<file path="src/rtl/cpu_types_pkg.sv">
// Shared CPU datapath types: machine word and the branch target buffer entry layout.
package cpu_types_pkg;

  typedef logic [31:0] word_t;

  // Default geometry of a 16-entry, 2-bit-counter predictor; instances re-derive the tag width.
  localparam int BTB_IDX_W    = 4;
  localparam int BTB_TAG_W    = 30 - BTB_IDX_W;
  localparam int BTB_CTR_BITS = 2;

  typedef struct packed {
    logic                    valid;
    logic [BTB_TAG_W-1:0]    tag;
    word_t                   target;
    logic [BTB_CTR_BITS-1:0] ctr;
  } btb_entry_t;

endpackage

</file>
<file path="src/rtl/sat_counter.sv">
// Combinational saturating up/down counter step used for branch direction training.
module sat_counter #(
  parameter int CTR_BITS = 2
) (
  input  logic [CTR_BITS-1:0] ctr,
  input  logic                inc,
  input  logic                dec,
  output logic [CTR_BITS-1:0] next_ctr
);

  // Conflicting inc/dec requests leave the counter unchanged.
  always_comb begin
    next_ctr = ctr;
    if (inc && !dec && (ctr != {CTR_BITS{1'b1}})) begin
      next_ctr = ctr + CTR_BITS'(1);
    end else if (dec && !inc && (ctr != {CTR_BITS{1'b0}})) begin
      next_ctr = ctr - CTR_BITS'(1);
    end
  end

endmodule

</file>
<file path="src/rtl/branch_target_buffer.sv">
// Tagged, direct-mapped branch target buffer with saturating direction counters
// and branch/misprediction event counters.
module branch_target_buffer
  import cpu_types_pkg::*;
#(
  parameter int ENTRIES  = 16,
  parameter int CTR_BITS = 2
) (
  input  logic                       CLK,
  input  logic                       nRST,
  input  logic                       flush,
  input  logic [31:0]                rd_pc,
  output logic                       pred_hit,
  output logic                       pred_taken,
  output logic [31:0]                pred_target,
  output logic [$clog2(ENTRIES)-1:0] pred_index,
  input  logic                       upd_en,
  input  logic [31:0]                upd_pc,
  input  logic                       upd_taken,
  input  logic [31:0]                upd_target,
  input  logic                       upd_mispredict,
  output logic [31:0]                br_count,
  output logic [31:0]                mispredict_count
);

  localparam int IDX_W = $clog2(ENTRIES);
  localparam int TAG_W = 30 - IDX_W;
  localparam logic [CTR_BITS-1:0] WEAK_TAKEN     = CTR_BITS'(1) << (CTR_BITS - 1);
  localparam logic [CTR_BITS-1:0] WEAK_NOT_TAKEN = WEAK_TAKEN - CTR_BITS'(1);

  // Same layout as btb_entry_t, with the tag resized to this instance's index width.
  typedef struct packed {
    logic                valid;
    logic [TAG_W-1:0]    tag;
    word_t               target;
    logic [CTR_BITS-1:0] ctr;
  } entry_t;

  entry_t              entries [ENTRIES];
  logic [31:0]         brCount;
  logic [31:0]         mispredictCount;

  logic [IDX_W-1:0]    rdIdx;
  logic [TAG_W-1:0]    rdTag;
  logic [IDX_W-1:0]    updIdx;
  logic [TAG_W-1:0]    updTag;
  logic                updHit;
  logic                updAccept;
  logic [CTR_BITS-1:0] nextCtr;
  logic                unusedPcBits;

  assign rdIdx  = rd_pc[IDX_W+1:2];
  assign rdTag  = rd_pc[31:IDX_W+2];
  assign updIdx = upd_pc[IDX_W+1:2];
  assign updTag = upd_pc[31:IDX_W+2];

  assign unusedPcBits = ^{rd_pc[1:0], upd_pc[1:0]};

  // Lookup reads the registered array directly, so a same-cycle update is not bypassed.
  always_comb begin
    pred_hit    = entries[rdIdx].valid && (entries[rdIdx].tag == rdTag);
    pred_taken  = pred_hit && entries[rdIdx].ctr[CTR_BITS-1];
    pred_target = pred_hit ? entries[rdIdx].target : 32'h0;
  end

  assign pred_index = rdIdx;

  assign updAccept = upd_en && !flush;
  assign updHit    = entries[updIdx].valid && (entries[updIdx].tag == updTag);

  sat_counter #(
    .CTR_BITS (CTR_BITS)
  ) updCounter (
    .ctr      (entries[updIdx].ctr),
    .inc      (updHit && upd_taken),
    .dec      (updHit && !upd_taken),
    .next_ctr (nextCtr)
  );

  // Flush keeps tags and targets but forgets validity and direction history.
  always_ff @(posedge CLK or negedge nRST) begin
    if (!nRST) begin
      for (int i = 0; i < ENTRIES; i++) begin
        entries[i].valid  <= 1'b0;
        entries[i].tag    <= '0;
        entries[i].target <= '0;
        entries[i].ctr    <= WEAK_NOT_TAKEN;
      end
    end else if (flush) begin
      for (int i = 0; i < ENTRIES; i++) begin
        entries[i].valid <= 1'b0;
        entries[i].ctr   <= WEAK_NOT_TAKEN;
      end
    end else if (updAccept) begin
      if (updHit) begin
        entries[updIdx].ctr <= nextCtr;
        if (upd_taken) begin
          entries[updIdx].target <= upd_target;
        end
      end else if (upd_taken) begin
        entries[updIdx].valid  <= 1'b1;
        entries[updIdx].tag    <= updTag;
        entries[updIdx].target <= upd_target;
        entries[updIdx].ctr    <= WEAK_TAKEN;
      end
    end
  end

  // Event counters survive flush and wrap naturally at 2^32.
  always_ff @(posedge CLK or negedge nRST) begin
    if (!nRST) begin
      brCount         <= 32'h0;
      mispredictCount <= 32'h0;
    end else if (updAccept) begin
      brCount <= brCount + 32'd1;
      if (upd_mispredict) begin
        mispredictCount <= mispredictCount + 32'd1;
      end
    end
  end

  assign br_count         = brCount;
  assign mispredict_count = mispredictCount;

endmodule

</file>
<file path="config.mk">
export PLATFORM = sky130hd
export DESIGN_NAME = branch_target_buffer
export DESIGN_NICKNAME = d
export VERILOG_FILES = /design/src/rtl/cpu_types_pkg.sv /design/src/rtl/sat_counter.sv /design/src/rtl/branch_target_buffer.sv
export SDC_FILE = /design/constraint.sdc
export NUM_CORES = 2
export LEC_CHECK = 0
export CORE_MARGIN = 2
export CORE_UTILIZATION = 65
export DETAILED_ROUTE_END_ITERATION = 8
export PLACE_DENSITY = 0.85
export SLEW_MARGIN = 20
export SYNTH_ARGS = -nofsm -noshare
export SYNTH_HDL_FRONTEND = slang
export SYNTH_SLANG_ARGS = --single-unit
</file>
<file path="constraint.sdc">
create_clock -name CLK -period 9.7 [get_ports CLK]
set_clock_uncertainty 0.05 [all_clocks]
set_input_delay 1.94 -clock CLK [delete_from_list [all_inputs] [get_ports CLK]]
set_output_delay 1.94 -clock CLK [all_outputs]
set_load 0.03 [all_outputs]
</file>
==> metrics.txt <==
status finished clean; DIE AREA 81430 sq um; Hold WS 0.4267 ns; I/O Pins 204; vias in the first global route 34.26k; initial drt markers 3185; largest net degree at the start of global routing 198; slowest stage cell, crit path clkdlybuf4s50_1; WL/cell 29.55 microns; Yosys top cell area share 49.80%; area leader, netlist dfrtp_1; residual DRC count 0; Core Area 78740 sq um; worst skew pair latency 0.70 ns; sequential share of the synthesized area 50.61%; max incr delay on CP 0.71 ns; Final Util 73.31%; Die Width 285.4 microns; reg-to-reg endpoint entries[58]; P_sw 2.838 mW; critical path class in -> out; Net Sw Frac 25.51%; placed cell areas 53980 sq um; grt ovf 0; Max Fclk 121.1 MHz; arrival time worst endpoint 6.27 ns; TritonCTS Buffers 106; R2R depth 9; ANT nets after route 0; Setup crit start kind input port; RSZ-0062 raised after global routing no; Post-Route WL 133600 microns; Post-Syn Area per Cell 15.57 sq um; post-synth cell types 69; share of cells above drive strength 1 46.26%; max cap viols 0; port bufs 199; Adder-Cell Fraction of Synth Area 0.09726%; yosys warns 0; CTS tree built; first-pass GRT wire length 207400 microns; most frequent CP cell mux4_2; post-cts sizing count 0; Global Route Usage Sum 33.57%; clk buf depth 3; post-DR vias/cell 6.981; chip height 285.4 microns; internal power 8.289 mW; DR pass1 iterations 5; CP endpoint pred_target[19]; Tightest Pin Transition 1.249 ns; gpl congestion 0.8759; top cells by count, synth dfrtp_1, mux2_2, mux4_2, clkbuf_1, xnor2_1; #FFs+latches synth 1040; root buf cell clkbuf_16; synthesized cell area 51460 sq um; number of synthesized flops with an enable pin 0; Synth area leaders dfrtp_1, mux2_2, mux4_2; fin. max-slew vios 0; Hold Violations, Final 0; Final Total Pwr 11.13 mW; # H-tree levels 3; Final HPWL DP 76480 microns; logic gate share of total power 15.0%; crit-path cells buf_8 > buf_12 > mux4_2 > mux4_2 > xnor2_1 > nand4_1 > nor4_2 > buf_4 > and3_1 > clkdlybuf4s50_1; Area Overhead vs Synth 12.19%; fin nets 3490; count leader, synth dfrtp_1; hold depth 1; clock sinks 1040; routed via count 31.56k; Synth Area in Compound Gates 2.008%; row count 103; Synth Area in XOR/XNOR 2.094%; leakage power 26.06 nW; Period minus WS final 8.257 ns; final setup TNS 0 ns; Post-CTS Setup Bufs 0; mux share of post-synthesis cell area 39.31%; Hold Path Class reg -> reg; Layout fillers 4535; crit path launch rd_pc[2]; Worst-path clk slew 0.06 ns; Finish-stage setup viols 0; worst path required time 7.71 ns; Synth Area in Simple Gates 2.925%; R2R Setup Slk 4.65 ns; ys async rst share 100.0%; Period Utilization, post-route 85.13%; Post-CTS Hold Buffers 0; Max-slew headroom 16.43%; starting density of the core 65.35%; PD cells 192.8 nW/um^2; final instance area 57730 sq um; Post-Synthesis Cells 3305; CP Capture Type primary output; Crit Reg-Reg Startpoint entries[544]; Mapped Nets 3411; initial antenna violation count 11; CP Max Fanout 44; largest family of logic cells by synthesized area multiplexers; Worst VDD drop 155.2 uV; Clock Power Share 37.9%; Synth Flop Type dfrtp_1; Reg power frac 47.1%
[how the worst min path moves through the flow]
| stage | slack [ns] | endpoint | startpoint |
|---|---|---|---|
| 2_1_floorplan | 0.40 | entries[793] | entries[793] |
| 3_3_place_gp | 0.41 | br_count[31] | br_count[31] |
| 3_5_place_dp | 0.42 | mispredict_count[31] | mispredict_count[31] |
| 4_1_cts | 0.43 | mispredict_count[31] | mispredict_count[31] |
| 5_1_grt | 0.45 | entries[366] | entries[366] |
| 6_report | 0.43 | mispredict_count[31] | mispredict_count[31] |
[worst max-delay path, delay by kind of cell]
kind / cells / cell delay, ns
muxes: 2 / 1.07
and+or+nand+nor: 3 / 0.99
buffers and inverters: 4 / 1.95
xor gates and xnor gates: 1 / 0.24
[layout by cell type (no fill, tap or decap), drive strengths merged, types with 5 or more instances in the layout]
cell type      Yosys  final
buf              129     77
dfrtp           1024   1024
nor3              14     14
inv               20     22
nand4             17     17
o22ai              6      6
and2              14     14
xor2              41     41
mux4             390    390
nand2b             8      8
nor2b             12     12
a22oi             22     22
a221oi            22     22
clkdlybuf4s50      0    190
bufinv             0      7
a21oi              5      5
clkinv             1     17
nand3             31     31
a31oi             32     32
mux2             943    943
a221o             14     14
xnor2             82     82
clkbuf           167    160
dfstp             16     16
and3              46     46
nand2             61     61
diode              0      6
mux2i             74     74
nor2              60     60
[flip-flops by register name, summed over array words and instances, names as in the netlist]
name              cells
mispredict_count     32
entries             976
br_count             32
[cells by family after synthesis]
logic type / Yosys count
AND/OR/NAND/NOR: 282
AO/OA/AOI/OAI: 132
multiplexers: 1407
flip-flops: 1040
buffers and inverters: 317
adder cells (fa/ha/maj): 4
XOR/XNOR: 123
[area by class of cell]
class	count	area (sq um)	area share, %
flip-flops and latches	1040	26050	45.12
multi-input cells	1948	24000	41.57
clock buffers	160	3166	5.483
repair buffers	267	2614	4.528
well taps	1050	1314	2.276
clock inverters	29	501.7	0.8691
inverters	21	78.83	0.1365
diodes	6	15.01	0.02601
[routing by layer]
layer  part of all wire (%)  track usage [%]
met3                    8.1            7.000
met1                     38            44.18
met5                  0.041                0
met4                    4.6            15.26
met2                     50            54.52
[metrics by stage]
stage,setup slack [ns],cells
finish,1.443,4521
global route,1.314,4521
CTS,1.518,4513
detailed placement,1.612,4324
global placement,1.717,4324
floorplan,2.272,3305
[power by group through the flow]
stage	sequential [mW]	combinational, mW	clock [mW]
final	5.24	1.67	4.22
after detailed placement	5.30	1.65	0
after global routing	5.30	1.78	4.45
after floorplan	5.20	1.18	0
after CTS	5.23	1.67	4.26
after global placement	5.22	1.57	0
No activity file was read; power rests on OpenSTA's default activity.
